## src/rtl/modport_counter_pkg.sv

```systemverilog
// Shared types and next-state rule for the counter subsystem.
// The same rule is available to the datapath and to anything that needs a reference.
package counter_pkg;

    localparam int COUNT_W = 4;

    typedef logic [COUNT_W-1:0] count_t;

    typedef enum logic {
        DIR_DOWN = 1'b0,
        DIR_UP   = 1'b1
    } dir_e;

    // Load wins over direction; arithmetic wraps silently modulo 2^COUNT_W.
    function automatic count_t next_count(count_t cur, logic load, count_t din, dir_e dir);
        count_t result;
        if (load) begin
            result = din;
        end else if (dir == DIR_UP) begin
            result = cur + count_t'(1);
        end else begin
            result = cur - count_t'(1);
        end
        return result;
    endfunction

endpackage

```

## src/rtl/modport_counter_if.sv

```systemverilog
// Counter interface: the driver side supplies load data and direction,
// the counter side returns the registered count.
interface modport_counter_if #(
    parameter int WIDTH = 4
);
    logic [WIDTH-1:0] d_in;
    logic             load;
    logic             up_dn;
    logic [WIDTH-1:0] count;

    modport master (
        output d_in,
        output load,
        output up_dn,
        input  count
    );

    modport slave (
        input  d_in,
        input  load,
        input  up_dn,
        output count
    );

endinterface

```

## src/rtl/modport_counter_next.sv

```systemverilog
// Purely combinational next-count computation: load mux plus incrementer/decrementer.
// Reset is not handled here; the register in the top owns it.
import counter_pkg::*;

module modport_counter_next #(
    parameter int WIDTH = COUNT_W
) (
    input  logic [WIDTH-1:0] cur,
    input  logic             load,
    input  logic [WIDTH-1:0] din,
    input  logic             up_dn,
    output logic [WIDTH-1:0] nxt
);

    generate
        if (WIDTH == COUNT_W) begin : g_pkg_width
            // At the package width, reuse the shared rule so both sides agree by construction.
            always_comb begin
                nxt = next_count(count_t'(cur), load, count_t'(din), dir_e'(up_dn));
            end
        end else begin : g_any_width
            always_comb begin
                nxt = cur;
                if (load) begin
                    nxt = din;
                end else if (up_dn) begin
                    nxt = cur + WIDTH'(1);
                end else begin
                    nxt = cur - WIDTH'(1);
                end
            end
        end
    endgenerate

endmodule

```

## src/rtl/modport_counter.sv

```systemverilog
// Loadable up/down counter datapath: holds the count register and reset,
// with the next value computed by modport_counter_next.
import counter_pkg::*;

module modport_counter #(
    parameter int WIDTH = COUNT_W
) (
    input  logic                clk,
    input  logic                rst,
    modport_counter_if.slave    bus
);

    logic [WIDTH-1:0] count_q;
    logic [WIDTH-1:0] count_d;

    modport_counter_next #(
        .WIDTH (WIDTH)
    ) u_next (
        .cur   (count_q),
        .load  (bus.load),
        .din   (bus.d_in),
        .up_dn (bus.up_dn),
        .nxt   (count_d)
    );

    // No enable: the register updates every edge; reset overrides everything.
    always_ff @(posedge clk) begin
        if (rst) begin
            count_q <= '0;
        end else begin
            count_q <= count_d;
        end
    end

    assign bus.count = count_q;

endmodule

```

## src/flat_wrapper.sv

```systemverilog
// flat-port wrapper written by rule: the top's interface ports become plain ports
module modport_counter_flat 
#(
    parameter int WIDTH = COUNT_W
)
  (clk, rst, bus_d_in, bus_load, bus_up_dn, bus_count);
  modport_counter_if #(.WIDTH(WIDTH)) bus_i ();
  input  logic clk;
  input  logic rst;
  input wire logic [$bits(bus_i.d_in)-1:0] bus_d_in;
  input wire logic [$bits(bus_i.load)-1:0] bus_load;
  input wire logic [$bits(bus_i.up_dn)-1:0] bus_up_dn;
  output wire logic [$bits(bus_i.count)-1:0] bus_count;
  assign bus_i.d_in = bus_d_in;
  assign bus_i.load = bus_load;
  assign bus_i.up_dn = bus_up_dn;
  assign bus_count = bus_i.count;
  modport_counter #(.WIDTH(WIDTH)) u_core (.clk(clk), .rst(rst), .bus(bus_i));
endmodule
```

## config.mk

```make
export PLATFORM = sky130hd
export DESIGN_NAME = modport_counter_flat
export DESIGN_NICKNAME = d
export VERILOG_FILES = /design/src/rtl/modport_counter_pkg.sv /design/src/rtl/modport_counter_if.sv /design/src/rtl/modport_counter_next.sv /design/src/rtl/modport_counter.sv /design/src/flat_wrapper.sv
export SDC_FILE = /design/constraint.sdc
export NUM_CORES = 1
export LEC_CHECK = 0
export ABC_AREA = 1
export ABC_CLOCK_PERIOD_IN_PS = 1330
export CAP_MARGIN = 20
export CORE_AREA = 2 2 39 41
export CTS_BUF_LIST = sky130_fd_sc_hd__clkbuf_16
export DETAILED_ROUTE_END_ITERATION = 10
export DIE_AREA = 0 0 41 43
export MAX_ROUTING_LAYER = met4
export PLACE_DENSITY = 0.42
export SLEW_MARGIN = 15
export SYNTH_ARGS = -nofsm -noshare
export SYNTH_HDL_FRONTEND = slang
export SYNTH_HIERARCHICAL = 1
export SYNTH_SLANG_ARGS = --single-unit
```

## constraint.sdc

```tcl
create_clock -name clk -period 1.33 [get_ports clk]
set_input_delay 0.266 -clock clk [delete_from_list [all_inputs] [get_ports clk]]
set_output_delay 0.266 -clock clk [all_outputs]
set_load 0.005 [all_outputs]
```

==> summary.txt <==
Outcome
  • Result of the run: finished, final reports clean

Logic synthesis
  • Top cell type's share of synthesized area: 0.3107
  • Simple-Gate Fraction of Synth Area: 0.2913
  • Post-synth ARST share: 0
  • Syn nets: between 40 and 50
  • Register area share after synthesis: 0.3107
  • Mapped Avg Cell Area: 6.783 um^2
  • Yosys top cell by area: dfxtp_1
  • Cell types occupying the most area after synthesis: dfxtp_1 31%, nand2_1 17%, inv_1 12%
  • Ys flop type: dfxtp_1
  • Post-Synth XOR/XNOR Area: 0.03398
  • Synth top cells by count: 12 x nand2_1, 8 x inv_1, 4 x dfxtp_1, 4 x nor2_1, 3 x nand3_1
  • Yosys reg bits: 4
  • EDFF count, synth: 0
  • Post-synthesis mux area share: 0
  • Number of library cell types mapped by synthesis: 11
  • Synth Instances: 38
  • Largest family of logic cells by synthesized area: simple AND/OR/NAND/NOR gates
  • Adder-cell area share of the yosys netlist: 0.1748
  • Post-Syn Area: 257.7 um^2
  • Most frequent cell after synthesis: nand2_1
  • Compound-gate portion of the synthesized area: 0.07282
  • Synth warnings: 6

Placed design
  • Routability congestion estimate: 0.6288
  • Buffers added on ports: 11
  • Dpl ws: -0.4619 ns
  • DPL Wire Length: approximately 500 um

CTS
  • Hold-fix buffers at CTS: 0
  • CTS tree: done
  • CTS Buf Count: 3
  • Clock sink total: 4
  • H-tree levels: 1
  • Clock Tree Root: clkbuf_16
  • Maximum clock insertion buffer count: 2
  • CTS clk-pin slew, worst paths: 0.03 ns
  • Clock latency on the worst-skew pair: 0.22 ns

Power and ir drop
  • Static Leak: around 0.00029 uW
  • Net switching power: between 100 and 150 uW
  • Internal power: 603.4 uW
  • Sequential Power Share: 0.192
  • Clock Power Share: 0.618
  • Worst IR drop on VDD: about 0.65 mV
  • Pwr Total: between 700 and 800 uW
  • Gate power share: 0.190
  • Pwr per Cell Area: 1443 mW/mm^2
  • Sw frac: 0.1964

Finish
  • Max FFs per register: 4
  • Final core utilization: 0.3761
  • P&R area growth vs syn: 101.9%
  • # diodes: 0
  • # nets final: 68
  • Share of cells above drive strength 1: 0.2545

Routing
  • Routed Antenna Nets: 0
  • Drt initial violations: 0
  • Routed wire per std cell: ~8.7 um
  • Routed vias: around 300
  • Routed WL: a little over 600 um
  • DRC violations left: 0
  • DR pass1 iterations: 1
  • DR vias/cell: roughly 4.2

Die
  • Core region area: 0.001384 mm^2
  • Die Height: roughly 43 um
  • Cell row count: 14
  • Width of the die: approximately 40 um
  • IO Pins: 12
  • Starting Density: 0.1863
  • Die area: 0.001763 mm^2

STA
  • Fin Hold WS: about 0.56 ns
  • Final hold vios: 0
  • Setup ws final: around 0.1 ns
  • RSZ-0062 raised after global routing: true
  • Fmax: between 800 and 900 MHz
  • Slew at the pin closest to its max-slew limit: ~0.16 ns
  • Final period util: 0.9242
  • Rel. slew slack: 0.8949
  • Final Skew: roughly 0.00037 ns
  • Final setup violation count: 0
  • Slew Limit Fails: 0
  • Final Critical Period: approximately 1.2 ns

Global route
  • GRT overflow: 0
  • All-layer global routing usage: 0.09671
  • Grt met1 use: 0.07395
  • Global-route wire length before repair: 1021 um
  • Vias in the first global route: ~260
  • Initial antenna violation count: 0
  • Met2 Use GR: 0.1469
  • Top Usage Layer GRT: met2
  • Global routing usage on met3: 0.04712
  • Pin count of the biggest net entering global routing: 5

Setup path
  • CP Launch Type: register
  • WS Path Type: reg -> reg
  • WP data arrival: approximately 1.4 ns
  • Max FO, Critical Path: 4
  • CP peak stage delay: approximately 0.4 ns
  • Cell Chain, Critical Path: fa_2, xnor2_2, o21ai_1, inv_1, nor2_1
  • Critical Path RT: 1.48 ns
  • Critical path endpoint category: register
  • Critical-path top delay cell: fa_2

Worst hold path
  • Hold Crit Class: reg -> reg

Run
  • Max Cap Violations: 0
## placed cells by master, fill, tap and decap left out, types with 2 or more instances in the layout
cell | netlist | routed
inv_1 | 8 | 7
dlygate4sd2_1 | 0 | 3
clkbuf_16 | 0 | 3
dfxtp_2 | 0 | 3
nor2_1 | 4 | 4
dlymetal6s2s_1 | 0 | 2
nand2_1 | 12 | 12
clkdlybuf4s50_1 | 0 | 6
nand3_1 | 3 | 3
buf_6 | 0 | 2
## final timing paths
kind / start / to / slack (ns) / depth (start not counted)
worst max-delay path: u_core/bus.count[0]$_SDFF_PP0_ / u_core/bus.count[2]$_SDFF_PP0_ / 0.10 / 5
worst min-delay path: u_core/bus.count[0]$_SDFF_PP0_ / u_core/bus.count[0]$_SDFF_PP0_ / 0.56 / 3
worst max register to register: u_core/bus.count[0]$_SDFF_PP0_ / u_core/bus.count[2]$_SDFF_PP0_ / 0.10 / 5
worst min register to register: u_core/bus.count[0]$_SDFF_PP0_ / u_core/bus.count[0]$_SDFF_PP0_ / 0.56 / 3
## worst max-delay path, delay by kind of cell, from the launching register on
kind | cells | cell delay [ns]
and+or+nand+nor | 1 | 0.09
adders and majority gates | 1 | 0.40
buffers and inverters | 1 | 0.05
DFF | 1 | 0.33
xor gates and xnor gates | 1 | 0.14
AOI/OAI and AO/OA | 1 | 0.14
## layer usage
metal / wire length, um / share of wire
met3: 38 / 0.062
met2: 316 / 0.51
met4: 22 / 0.036
met5: 0 / 0
met1: 238 / 0.39
## cell families after synthesis
group                    count (synthesis)
buffers and inverters                    8
XOR/XNOR                                 1
flip-flops                               4
AND/OR/NAND/NOR                         19
adder cells (fa/ha/maj)                  3
AO/OA/AOI/OAI                            3
## power groups by stage
stage	clock (uW)	sequential (uW)	combinational (uW)
final	464	144	143
after global routing	486	145	163
after CTS	470	144	133
after detailed placement	0	145	124
after global placement	0	145	124
after floorplan	0	143	59.6
## cell type report
class	instances	area, um^2
Timing Repair Buffer	14	141.4
Multi-Input combinational cell	26	170.2
Tap cell	16	20.02
Sequential cell	4	83.83
Fill cell	147	863.3
Inverter	8	30.03
Clock buffer	3	75.07
## metrics by stage
step           setup TNS [ns]  instance area [um^2]  instances
2_1_floorplan               0                 257.7         38
3_3_place_gp           -1.147                 402.9         67
3_5_place_dp           -1.170                 402.9         67
4_1_cts                     0                 500.5         71
5_1_grt              -0.01149                 520.5         71
6_report                    0                 520.5         71
## what timing repair did
action / 4_1_cts / 5_1_grt
resized for setup: 9 / 5
endpoints found under the setup margin: 6 / 2
pin swaps: 1 / 4
setup buffers: 1 / 0
(Power assumes the default switching activity.)
